<file path="src/rtl/spi_pkg.sv">
// Shared SPI definitions: FSM encoding, CPHA modes and default widths.
// Imported by the SCLK engine, the master FSM and the shifters.
package spi_pkg;

  localparam int DIV_WIDTH_DEF = 8;
  localparam int LEN_WIDTH_DEF = 6;

  localparam logic ST_IDLE = 1'b0;
  localparam logic ST_RUN  = 1'b1;

  localparam logic CPHA_LEAD  = 1'b0;
  localparam logic CPHA_TRAIL = 1'b1;

endpackage

</file>
<file path="src/rtl/spi_half_period_counter.sv">
// Runtime-divisor half-period counter for the SPI SCLK engine.
// Emits a terminal-count pulse one cycle ahead of each SCLK edge.
module spi_half_period_counter
  import spi_pkg::*;
#(
  parameter int W = DIV_WIDTH_DEF
) (
  input  logic         clk,
  input  logic         rst_n,
  input  logic         en,
  input  logic         clr,
  input  logic         load,
  input  logic [W-1:0] d_in,
  output logic         tc
);

  logic [W-1:0] d_q;
  logic [W-1:0] cnt_q;

  // The load cycle counts as position 0, so with D=1 the
  // first edge is already due from the load cycle itself.
  always_comb begin
    tc = 1'b0;
    if (clr) begin
      tc = 1'b0;
    end else if (load) begin
      tc = (d_in == W'(1));
    end else if (en) begin
      tc = (cnt_q == d_q - W'(1));
    end
  end

  always_ff @(posedge clk or negedge rst_n) begin
    if (!rst_n) begin
      d_q   <= '0;
      cnt_q <= '0;
    end else if (clr) begin
      cnt_q <= '0;
    end else if (load) begin
      d_q   <= d_in;
      cnt_q <= (d_in == W'(1)) ? '0 : W'(1);
    end else if (en) begin
      cnt_q <= tc ? '0 : cnt_q + W'(1);
    end
  end

endmodule

</file>
<file path="src/rtl/spi_sclk_generator.sv">
// Programmable SPI SCLK engine: runtime divider, CPOL/CPHA,
// per-edge sample/shift strobes, start/busy/done and abort.
module spi_sclk_generator
  import spi_pkg::*;
#(
  parameter int DIV_WIDTH = DIV_WIDTH_DEF,
  parameter int LEN_WIDTH = LEN_WIDTH_DEF
) (
  input  logic                 clk,
  input  logic                 rst_n,
  input  logic                 start,
  input  logic                 abort,
  input  logic [DIV_WIDTH-1:0] div_half,
  input  logic [LEN_WIDTH-1:0] frame_len,
  input  logic                 cpol,
  input  logic                 cpha,
  output logic                 busy,
  output logic                 sclk,
  output logic                 lead_edge,
  output logic                 trail_edge,
  output logic                 sample_tick,
  output logic                 shift_tick,
  output logic                 done
);

  localparam int EW = LEN_WIDTH + 1;

  logic                 state_q;
  logic [LEN_WIDTH-1:0] len_q;
  logic                 cpol_q;
  logic                 cpha_q;
  logic [EW-1:0]        ecnt_q;

  logic                 in_run;
  logic                 accept;
  logic                 frame_end;
  logic                 run_go;
  logic                 tc;
  logic                 cpha_m;
  logic                 lead_d;
  logic                 trail_d;
  logic                 sample_d;
  logic                 shift_d;
  logic [DIV_WIDTH-1:0] d_eff;
  logic [EW-1:0]        k;
  logic [EW-1:0]        two_n;

  assign in_run = (state_q == ST_RUN);
  assign accept = !in_run && start && !abort
                  && (frame_len != '0);
  assign d_eff  = (div_half == '0) ? DIV_WIDTH'(1)
                                   : div_half;

  assign two_n     = {len_q, 1'b0};
  assign frame_end = in_run && (ecnt_q == two_n);
  assign run_go    = in_run && !abort && !frame_end;

  spi_half_period_counter #(
    .W (DIV_WIDTH)
  ) u_half (
    .clk   (clk),
    .rst_n (rst_n),
    .en    (run_go),
    .clr   (in_run && !run_go),
    .load  (accept),
    .d_in  (d_eff),
    .tc    (tc)
  );

  // ecnt_q is 0 throughout IDLE, so k=1 in the accept cycle.
  assign k      = ecnt_q + EW'(1);
  assign cpha_m = accept ? cpha : cpha_q;

  assign lead_d  = tc && k[0];
  assign trail_d = tc && !k[0];

  always_comb begin
    sample_d = 1'b0;
    shift_d  = 1'b0;
    if (cpha_m == CPHA_LEAD) begin
      sample_d = lead_d;
      shift_d  = trail_d && (k != two_n);
    end else begin
      sample_d = trail_d;
      shift_d  = lead_d;
    end
  end

  always_ff @(posedge clk or negedge rst_n) begin
    if (!rst_n) begin
      state_q     <= ST_IDLE;
      len_q       <= '0;
      cpol_q      <= 1'b0;
      cpha_q      <= 1'b0;
      ecnt_q      <= '0;
      busy        <= 1'b0;
      sclk        <= 1'b0;
      lead_edge   <= 1'b0;
      trail_edge  <= 1'b0;
      sample_tick <= 1'b0;
      shift_tick  <= 1'b0;
      done        <= 1'b0;
    end else begin
      lead_edge   <= lead_d;
      trail_edge  <= trail_d;
      sample_tick <= sample_d;
      shift_tick  <= shift_d;
      done        <= 1'b0;
      case (state_q)
        ST_IDLE: begin
          sclk <= tc ? ~cpol : cpol;
          if (accept) begin
            state_q <= ST_RUN;
            busy    <= 1'b1;
            len_q   <= frame_len;
            cpol_q  <= cpol;
            cpha_q  <= cpha;
            ecnt_q  <= tc ? EW'(1) : '0;
          end
        end
        default: begin
          if (!run_go) begin
            state_q <= ST_IDLE;
            busy    <= 1'b0;
            sclk    <= cpol_q;
            ecnt_q  <= '0;
            done    <= frame_end && !abort;
          end else if (tc) begin
            sclk   <= ~sclk;
            ecnt_q <= k;
          end
        end
      endcase
    end
  end

endmodule

</file>
<file path="config.mk">
export PLATFORM = sky130hd
export DESIGN_NAME = spi_sclk_generator
export DESIGN_NICKNAME = d
export VERILOG_FILES = /design/src/rtl/spi_pkg.sv /design/src/rtl/spi_half_period_counter.sv /design/src/rtl/spi_sclk_generator.sv
export SDC_FILE = /design/constraint.sdc
export NUM_CORES = 1
export LEC_CHECK = 0
export ABC_AREA = 0
export BUFFER_PORTS_ARGS = -buffer_cell sky130_fd_sc_hd__buf_2
export CORE_MARGIN = 8
export CORE_UTILIZATION = 30
export DETAILED_ROUTE_END_ITERATION = 16
export HOLD_SLACK_MARGIN = 0.08
export MAX_ROUTING_LAYER = met4
export RECOVER_POWER = 100
export SETUP_SLACK_MARGIN = 0.02
export SLEW_MARGIN = 20
export SYNTH_ARGS = -nofsm -noshare
export SYNTH_HDL_FRONTEND = slang
export SYNTH_SLANG_ARGS = --single-unit
</file>
<file path="constraint.sdc">
create_clock -name clk -period 3.1 [get_ports clk]
set_input_delay 0 -clock clk [delete_from_list [all_inputs] [get_ports clk]]
set_output_delay 0 -clock clk [all_outputs]
set_load 0.005 [all_outputs]
</file>
======== Yosys cells after proc, flatten, opt, wreduce, memory -nomap -nowiden ========
Index checks and enable logic that the tools add are counted.
storage, ports and cells
  bits in registers ....................... 39
  latch bits .............................. 0
  RAM bits ................................ 0
  ROM bits ................................ 0
  bits of input ports ..................... 20
  output and inout port bits .............. 7
  memories kept ........................... 0
cells by class
  add/subtract/negate cells ............... 3
  multiply operators ...................... 0
  div/mod/pow operators ................... 0
  order comparisons ....................... 0
  equal/unequal tests ..................... 6
  shifts and indexed selects .............. 0
  mux-type cells .......................... 29
  bitwise logic cells ..................... 4
  reduce and logical (&&, ||, !) cells .... 24
operators with widths
  kind                                                    number
  2-to-1 mux 8 bit                                        5
  2-to-1 mux 7 bit                                        4
  2-to-1 mux 1 bit                                        20
  logical AND 1 bit                                       11
  adder 8 x 1 -> 8 bit (second input constant)            1
  == test 8 x 1 -> 1 bit (second input constant)          1
  == test 8 bit                                           1
  logical NOT 8 bit                                       1
  AND reduction 2 bit                                     4
  subtractor 8 x 1 -> 8 bit (second input constant)       1
  adder 7 x 1 -> 7 bit (second input constant)            1
  == test 7 bit                                           1
  inequality test 7 bit                                   1
  nonzero test 6 bit                                      1
  logical NOT 1 bit                                       5
  inverter 1 bit                                          4
  inequality test 3 x 2 -> 1 bit (second input constant)  1
  nonzero test 3 bit                                      1
  inequality test 2 bit (second input constant)           1
  nonzero test 2 bit                                      1

======== Depth between registers and ports, before layout ========
Gate-level depths: netlist of the first run.
  word-level depth ........................ 11
  depth in mapped cells ................... 9

======== Cells and area by module ========
From an unflattened synthesis of the first run, not the netlist that was laid out.
unflattened totals
  cell total of the unflattened synthesis .. 239
  area, all modules ....................... 2,317.2 sq um
modules (own cells, without submodules)
  module                   instances  cells each  area an instance (sq um)  sequential area each (sq um)
  spi_sclk_generator       1          137         1,305.0                   575.6
  spi_half_period_counter  1          102         1,012.2                   400.4

======== Worst setup path after synthesis of the first run ========
Ideal clock, no wire load.
  path kind ............................... register to register
  from .................................... reg u_half.d_q[0]
  to ...................................... reg ecnt_q[6]
  arrival time ............................ 2.250 ns
  data required time ...................... 3.031 ns
  slack ................................... 0.781 ns
  stages on the path, launching flop included .. 10
  path buffers ............................ 1
  period minus slack after synthesis ...... 2.319 ns
  cell sequence ........................... dfrtp_1 > inv_1 > ha_1 > xnor2_1 > a311o_1 > a2111oi_4 > o21a_4 > buf_6 > mux2_2 > nand3_1
on the way
  cells in the longest elaborated chain, start to end .. 7
RTL lines
  what                                             RTL line                       source
  from (decl)                                      spi_half_period_counter.sv:17  logic [W-1:0] d_q;
  from (signal assigned)                           spi_half_period_counter.sv:40  d_q <= d_in;
  subtractor 8 x 1 -> 8 bit                        spi_half_period_counter.sv:29  tc = (cnt_q == d_q - W'(1));
  == test 8 bit                                    spi_half_period_counter.sv:29
  2-to-1 mux 1 bit                                 spi_half_period_counter.sv:28  end else if (en) begin
  2-to-1 mux 1 bit                                 spi_half_period_counter.sv:26  end else if (load) begin
  2-to-1 mux 1 bit                                 spi_half_period_counter.sv:24  if (clr) begin
  inequality test 3 x 2 -> 1 bit (no source line)  --
  AND reduction 2 bit (no source line)             --
  to (signal assigned)                             spi_sclk_generator.sv:118      ecnt_q <= tc ? EW'(1) : '0;
  to (signal assigned)                             spi_sclk_generator.sv:130      ecnt_q <= k;
  to (decl)                                        spi_sclk_generator.sv:32       logic [EW-1:0] ecnt_q;
Every way passes these cells.
A chain may end at the register's enable or synchronous reset.

======== Worst setup path after layout of the first run ========
  from .................................... reg u_half.d_q[0]
  to ...................................... reg u_half.cnt_q[5]
on the way
  cells in the longest elaborated chain, start to end .. 9
RTL lines
  what                       RTL line                       source
  subtractor 8 x 1 -> 8 bit  spi_half_period_counter.sv:29
  == test 8 bit              spi_half_period_counter.sv:29
  2-to-1 mux 1 bit           spi_half_period_counter.sv:28
  2-to-1 mux 1 bit           spi_half_period_counter.sv:26
  2-to-1 mux 1 bit           spi_half_period_counter.sv:24
  2-to-1 mux 8 bit           spi_half_period_counter.sv:43  cnt_q <= tc ? '0 : cnt_q + W'(1);
  2-to-1 mux 8 bit           spi_half_period_counter.sv:42  end else if (en) begin
  2-to-1 mux 8 bit           spi_half_period_counter.sv:39  end else if (load) begin
  2-to-1 mux 8 bit           spi_half_period_counter.sv:37  end else if (clr) begin
  to (signal assigned)       spi_half_period_counter.sv:41  cnt_q <= (d_in == W'(1)) ? '0 : W'(1);
  to (signal assigned)       spi_half_period_counter.sv:43
  to (decl)                  spi_half_period_counter.sv:18  logic [W-1:0] cnt_q;
Every way passes these cells. The select of a mux whose other input is x is not followed.

==> impl_metrics.csv, run 1 <==
group,metric,value,unit
outcome,outcome,"complete, but fails checks",
outcome,violations,"max-capacitance violations, max-slew violations",
clock_network,htreeDepth,2,
die,initial_core_util,31.0,%
global_route,grt_overflow_total,0,
layout,syn2layout_area_growth,20.7,%
sta,setup_ws,0.365,ns
die,die_w,103,um
layout,drive_above_1_share,17.6,%
sta,fin_tns_setup,0,ns
global_route,antenna_found_initial,0,
synth,synthDistinctLibCells,51,
power,internal_power,931,uW
die,core_region_area,7250,sq um
critical_path,critPathKind,"flip-flop to flip-flop",
flow_run,cap_viol_max_count,1,
sta,rsz0062_at_grt,"false",
layout,multi_input_area,1190,sq um
sta,setup-violations-final,0,
critical_path,critical_path_buf_inv_count,1,
die,die_y,103,um
synth,synth_cells,220,
routing,dr.pass1.iters,4,
synth,syn_nets,243,
global_route,grt_pass1_wl,8850,um
power,vdd_drop_max,212,uV
die,fp-row-count,31,
layout,nNetsFinal,284,
layout,nFillCells,750,
synth,synth_warnings,0,
critical_path,worst-path-stages,8,
critical_path,crit_fanout,22,
critical_path,arrival,2.90,ns
global_route,busiest_layer,"met2",
sta,worst-slew-pin-transition,2.11,ns
routing,via_per_inst,4.94,
clock_network,clock_path_buffers,2,
die,dieArea,10500,sq um
synth,synth_area,2250,sq um
synth,synth-seq-cells,39,
power,finalPower,1.36,mW
synth,yosys.area.top_type,"dfrtp_1",
clock_network,cts_root_buf,"clkbuf_8",
global_route,use_met1,13.9,%
synth,synthArstFlopShare,100,%
global_route,grtUsageMet2,16.5,%
layout,n_antenna_cell,0,
critical_path,critPathSlowestCell,"o21a_2",
routing,num_vias,1785,
critical_path,cpPeakStageDelay,0.49,ns
synth,synth_area_per_cell,10.2,sq um
sta,max_freq,366,MHz
clock_network,postCtsHoldBufs,18,
die,boundaryPins,27,
critical_path,end_kind,"flip-flop",
placement,gp_congestion,0.842,
routing,totalWireLength,5170,um
global_route,first_global_vias,1845,
placement,dp_hpwl,3480,um
synth,yosys.area.top_type_share,43.4,%
sta,fin_crit_sh,88.2,%
power,power.density,501,nW/um^2
placement,port_buffers,26,
synth,ys.flop_type,"dfrtp_1",
routing,first_iter_violations,128,
global_route,grt_use_met3,2.09,%
synth,yosysSeqAreaShare,43.4,%
clock_network,cts.sinks,39,
hold_path,hold_depth,4,
critical_path,path_cells,"inv_1 -> ha_1 -> xnor2_1 -> a311o_1 -> a2111oi_4 -> o21a_2 -> nor2_1 -> a221o_1",
critical_path,worstSetupStartpointType,"flip-flop",
clock_network,postCtsSetupRepairBufs,0,
power,clock_power_share,27.0,%
critical_path,required,3.27,ns
power,power_switching,430,uW
clock_network,cts_resized,0,
sta,hold_viol,0,
global_route,grt_usage,11.0,%
hold_path,min_path_type,"primary input to flip-flop",
synth,synth_common_cells,"dfrtp_1, nand2_1, nand3_1",
layout,regArea,976,sq um
power,seqPwrFrac,47.4,%
synth,synth_edf_count,0,
synth,synth_most_common_cell,"dfrtp_1",
routing,drc_errors,0,
critical_path,r2r_cells,8,
routing,postRouteAntennaNets,0,
placement,place_ws,0.541,ns
clock_network,clkTransAtPathRegs,0.08,ns
global_route,grt_max_degree,40,
clock_network,clock_latency,0.30,ns
sta,relSlewSlack,-40.7,%
power,swShare,31.6,%
power,p_leak,1.16,nW
power,combPwrFrac,25.6,%
sta,fin_crit,2.73,ns
clock_network,cts_tree,"yes",
sta,slew_violations,40,
sta,finClkSkew,0.0132,ns
routing,wire_per_inst,14.3,um
synth,yosys-top-cells-area,"dfrtp_1, mux2_2, xnor2_1",
clock_network,numCtsBuffers,5,
critical_path,crit_family,"compound AO/OA/AOI/OAI gates",
## flip-flops by register name (all words and copies together) (netlist names), 6 cells and up
signal	flops
u_half.d_q	8
u_half.cnt_q	8
ecnt_q	7
len_q	6
## worst min-delay path, stage by stage
cell	delay, ns
buf_2	0.09
nand2_1	0.05
a21oi_1	0.19
mux2_2	0.29
## path summary, 6_finish.rpt
check	startpoint	to	slack, ns
worst min register to register	busy	busy	0.51
worst max-delay path	u_half.d_q[0]	u_half.cnt_q[5]	0.37
max in group asynchronous	rst_n	u_half.cnt_q[6]	1.04
min in group asynchronous	rst_n	u_half.d_q[3]	0.84
worst min-delay path	start	len_q[2]	0.36
worst max register to register	u_half.d_q[0]	u_half.cnt_q[5]	0.37
## placed cells by master (no fill, tap or decap), types with 6 or more instances in the layout
cell type and n:
mux2_2 13, nand3_1 15, nor2_1 12, dfrtp_1 39, xnor2_1 11, clkbuf_1 8
nand2_1 19, o21ai_0 7, xor2_1 11, buf_2 19, dlygate4sd3_1 18, a21oi_1 6
clkbuf_8 6
## final cells by class
cell class                      instances  area share (%)
Inverter                                5           0.691
Clock inverter                          1           0.322
Sequential cell                        39            35.9
Tap cell                               99            4.56
Multi-Input combinational cell        164            43.7
Timing Repair Buffer                   46            11.6
Clock buffer                            7            3.18
## logic make-up (layout without fill, tap and decap cells)
| family | count (synthesis) | count (layout) | share of synthesized area, % |
|---|---|---|---|
| AO/OA/AOI/OAI | 43 | 43 | 15.5 |
| XOR/XNOR | 23 | 23 | 9.56 |
| adder cells (fa/ha/maj) | 3 | 3 | 1.67 |
| buffers and inverters | 17 | 59 | 3.61 |
| flip-flops | 39 | 39 | 43.4 |
| multiplexers | 16 | 16 | 7.89 |
| AND/OR/NAND/NOR | 79 | 79 | 18.5 |
## power by group through the flow
stage          Sequential [mW]  Combinational (mW)  Clock, mW
2_1_floorplan            0.633               0.265          0
3_3_place_gp             0.655               0.328          0
3_5_place_dp             0.655               0.331          0
4_1_cts                  0.646               0.353      0.380
5_1_grt                  0.659               0.389      0.405
6_report                 0.646               0.349      0.367
## per-stage QoR
stage          cell area, sq um  utilization [%]  hold WS (ns)  instances
2_1_floorplan              2250                -        -0.296        220
4_1_cts                    2740             37.7         0.236        361
6_report                   2720             37.5         0.361        361
3_3_place_gp               2460             33.9         0.171        335
3_5_place_dp               2460             33.9         0.185        335
5_1_grt                    2720             37.5         0.379        361
## per-layer routing
layer / part of all wire (%) / vias up
li1: - / 886
met1: 48 / 862
met2: 47 / 31
met3: 3.1 / 6
met4: 2.1 / 0
met5: 0 / -
Note: power is estimated with default switching activity, not from simulation.
==> run 2, diff against run 1 <==
--- a/config.mk
+++ b/config.mk
@@ -12,7 +12,7 @@
 export DETAILED_ROUTE_END_ITERATION = 16
 export HOLD_SLACK_MARGIN = 0.08
 export MAX_ROUTING_LAYER = met4
-export RECOVER_POWER = 100
+export RECOVER_POWER = 25
 export SETUP_SLACK_MARGIN = 0.02
 export SLEW_MARGIN = 20
 export SYNTH_ARGS = -nofsm -noshare
==> run 2 against run 1 <==
  * Worst hold slack lost 0.12 ns
  * Final cell count is the same
  * Global-route usage is the same
  * Register-to-register slack gained 0.15 ns
  * Critical endpoint unchanged
  * Final area grew 0.37%
  * Via count grew 0.45%
  * First-iteration DRC count shrank 11%
  * Worst setup slack gained 0.15 ns
  * Wire length shrank 0.68%
  * The flow still finishes with violations (max-capacitance violations, max-slew violations)
==> impl_metrics.csv, run 2 (synthesized netlist as in run 1, its figures left out) <==
group,metric,value,unit
flow_run,cap_viol_max_count,1,
die,initial_core_util,31.0,%
routing,drc_errors,0,
power,power_switching,431,uW
die,die_y,103,um
sta,fin_crit,2.58,ns
layout,n_antenna_cell,0,
sta,worst-slew-pin-transition,2.10,ns
outcome,violations,"max-capacitance violations, max-slew violations",
placement,gp_congestion,0.842,
clock_network,clkTransAtPathRegs,0.08,ns
placement,port_buffers,26,
critical_path,end_kind,"flip-flop",
hold_path,holdPathEnd,"len_q[2]",
hold_path,min-delay-start,"start",
sta,rsz0062_at_grt,"false",
critical_path,path_cells,"inv_1 -> ha_1 -> xnor2_1 -> a311o_1 -> a2111oi_4 -> o21a_4 -> nor2_1 -> a221o_1",
layout,mostFrequentLayoutCell,"dfrtp_1",
layout,nNetsFinal,284,
global_route,grt_pass1_wl,8850,um
critical_path,r2r_cells,8,
power,seqPwrFrac,47.4,%
power,vdd_drop_max,213,uV
global_route,grt_overflow_total,0,
sta,finClkSkew,0.0132,ns
layout,top_regs,"u_half.cnt_q x8, u_half.d_q x8, ecnt_q x7",
power,finalPower,1.36,mW
die,die_w,103,um
global_route,antenna_found_initial,0,
critical_path,crit_fanout,22,
layout,syn2layout_area_growth,21.2,%
clock_network,numCtsBuffers,5,
sta,hold_viol,0,
power,swShare,31.6,%
clock_network,cts_tree,"yes",
clock_network,cts_resized,0,
power,internal_power,932,uW
die,boundaryPins,27,
critical_path,r2r_start,"u_half.d_q[0]",
routing,first_iter_violations,114,
sta,fin_crit_sh,83.3,%
routing,via_per_inst,4.97,
power,p_leak,1.16,nW
layout,mostFrequentLayoutCells,"dfrtp_1, nand2_1, buf_2",
critical_path,cpPeakStageDelay,0.42,ns
global_route,grt_usage,11.0,%
routing,wire_per_inst,14.2,um
routing,postRouteAntennaNets,0,
clock_network,htreeDepth,2,
critical_path,worst-r2r-setup-slack,0.52,ns
critical_path,critPathKind,"flip-flop to flip-flop",
outcome,outcome,"complete, but fails checks",
power,clock_power_share,26.9,%
sta,slew_violations,40,
clock_network,cts.sinks,39,
placement,dp_hpwl,3480,um
routing,num_vias,1793,
routing,totalWireLength,5130,um
sta,relSlewSlack,-40.2,%
power,combPwrFrac,25.6,%
hold_path,hold_depth,4,
sta,max_freq,387,MHz
layout,drive_above_1_share,17.9,%
clock_network,clock_path_buffers,2,
clock_network,postCtsSetupRepairBufs,0,
clock_network,clock_latency,0.30,ns
die,core_region_area,7250,sq um
global_route,first_global_vias,1845,
sta,fin_tns_setup,0,ns
critical_path,arrival,2.75,ns
critical_path,cp-startpoint,"u_half.d_q[0]",
critical_path,critPathSlowestCell,"dfrtp_1",
hold_path,min_path_type,"primary input to flip-flop",
die,fp-row-count,31,
global_route,grt_max_degree,40,
die,dieArea,10500,sq um
critical_path,r2r-end,"u_half.cnt_q[5]",
critical_path,worstSetupStartpointType,"flip-flop",
critical_path,required,3.27,ns
power,power.density,500,nW/um^2
critical_path,critical_path_buf_inv_count,1,
critical_path,crit_family,"compound AO/OA/AOI/OAI gates",
routing,dr.pass1.iters,4,
clock_network,cts_root_buf,"clkbuf_8",
sta,setup-violations-final,0,
## run 2: how the worst max path moves through the flow
stage	end	slack [ns]	cells after the start
4_1_cts	u_half.cnt_q[5]	0.51	8
6_report	u_half.cnt_q[5]	0.52	8
5_1_grt	u_half.cnt_q[5]	0.37	8
3_5_place_dp	u_half.cnt_q[5]	0.54	8
3_3_place_gp	u_half.cnt_q[6]	0.61	8
2_1_floorplan	ecnt_q[6]	0.78	9
## run 2: cell type report
| cell class | count | area [sq um] |
|---|---|---|
| Inverter | 5 | 18.8 |
| Sequential cell | 39 | 976 |
| Tap cell | 99 | 124 |
| Clock buffer | 7 | 86.3 |
| Clock inverter | 1 | 8.76 |
| Multi-Input combinational cell | 164 | 1200 |
| Fill cell | 746 | 4530 |
| Timing Repair Buffer | 46 | 317 |
## run 2: power groups by stage
stage               clock network (mW)  logic (mW)  registers [mW]
global placement                     0       0.328           0.655
finish                           0.367       0.350           0.646
CTS                              0.380       0.353           0.646
detailed placement                   0       0.331           0.655
floorplan                            0       0.265           0.633
global route                     0.405       0.390           0.659
## run 2: through the flow
stage,hold WS [ns],cell area [sq um],utilization (%),instances,setup WS [ns]
after global placement,0.171,2460,33.9,335,0.611
after CTS,0.236,2740,37.7,361,0.510
after global routing,0.267,2730,37.6,361,0.374
after floorplan,-0.296,2250,-,220,0.781
final,0.243,2730,37.6,361,0.518
after detailed placement,0.185,2460,33.9,335,0.541
## run 2: metal layers
| layer | vias up | track usage [%] | share of wire, % |
|---|---|---|---|
| met3 | 6 | 2.09 | 2.7 |
| met5 | - | - | 0 |
| met2 | 30 | 16.5 | 47 |
| li1 | 888 | - | - |
| met1 | 869 | 13.9 | 48 |
| met4 | 0 | 5.19 | 2.1 |
## run 2: timing repair
item                                    in CTS  in global routing
endpoints found under the setup margin       0                  0
hold buffers                                18                  0
hold endpoints to repair                    57                  0
## run 2: tightest hold or removal path, stage by stage
cell and delay, ns:
buf_2 0.09, nand2_1 0.06, a21oi_2 0.11, mux2_2 0.24
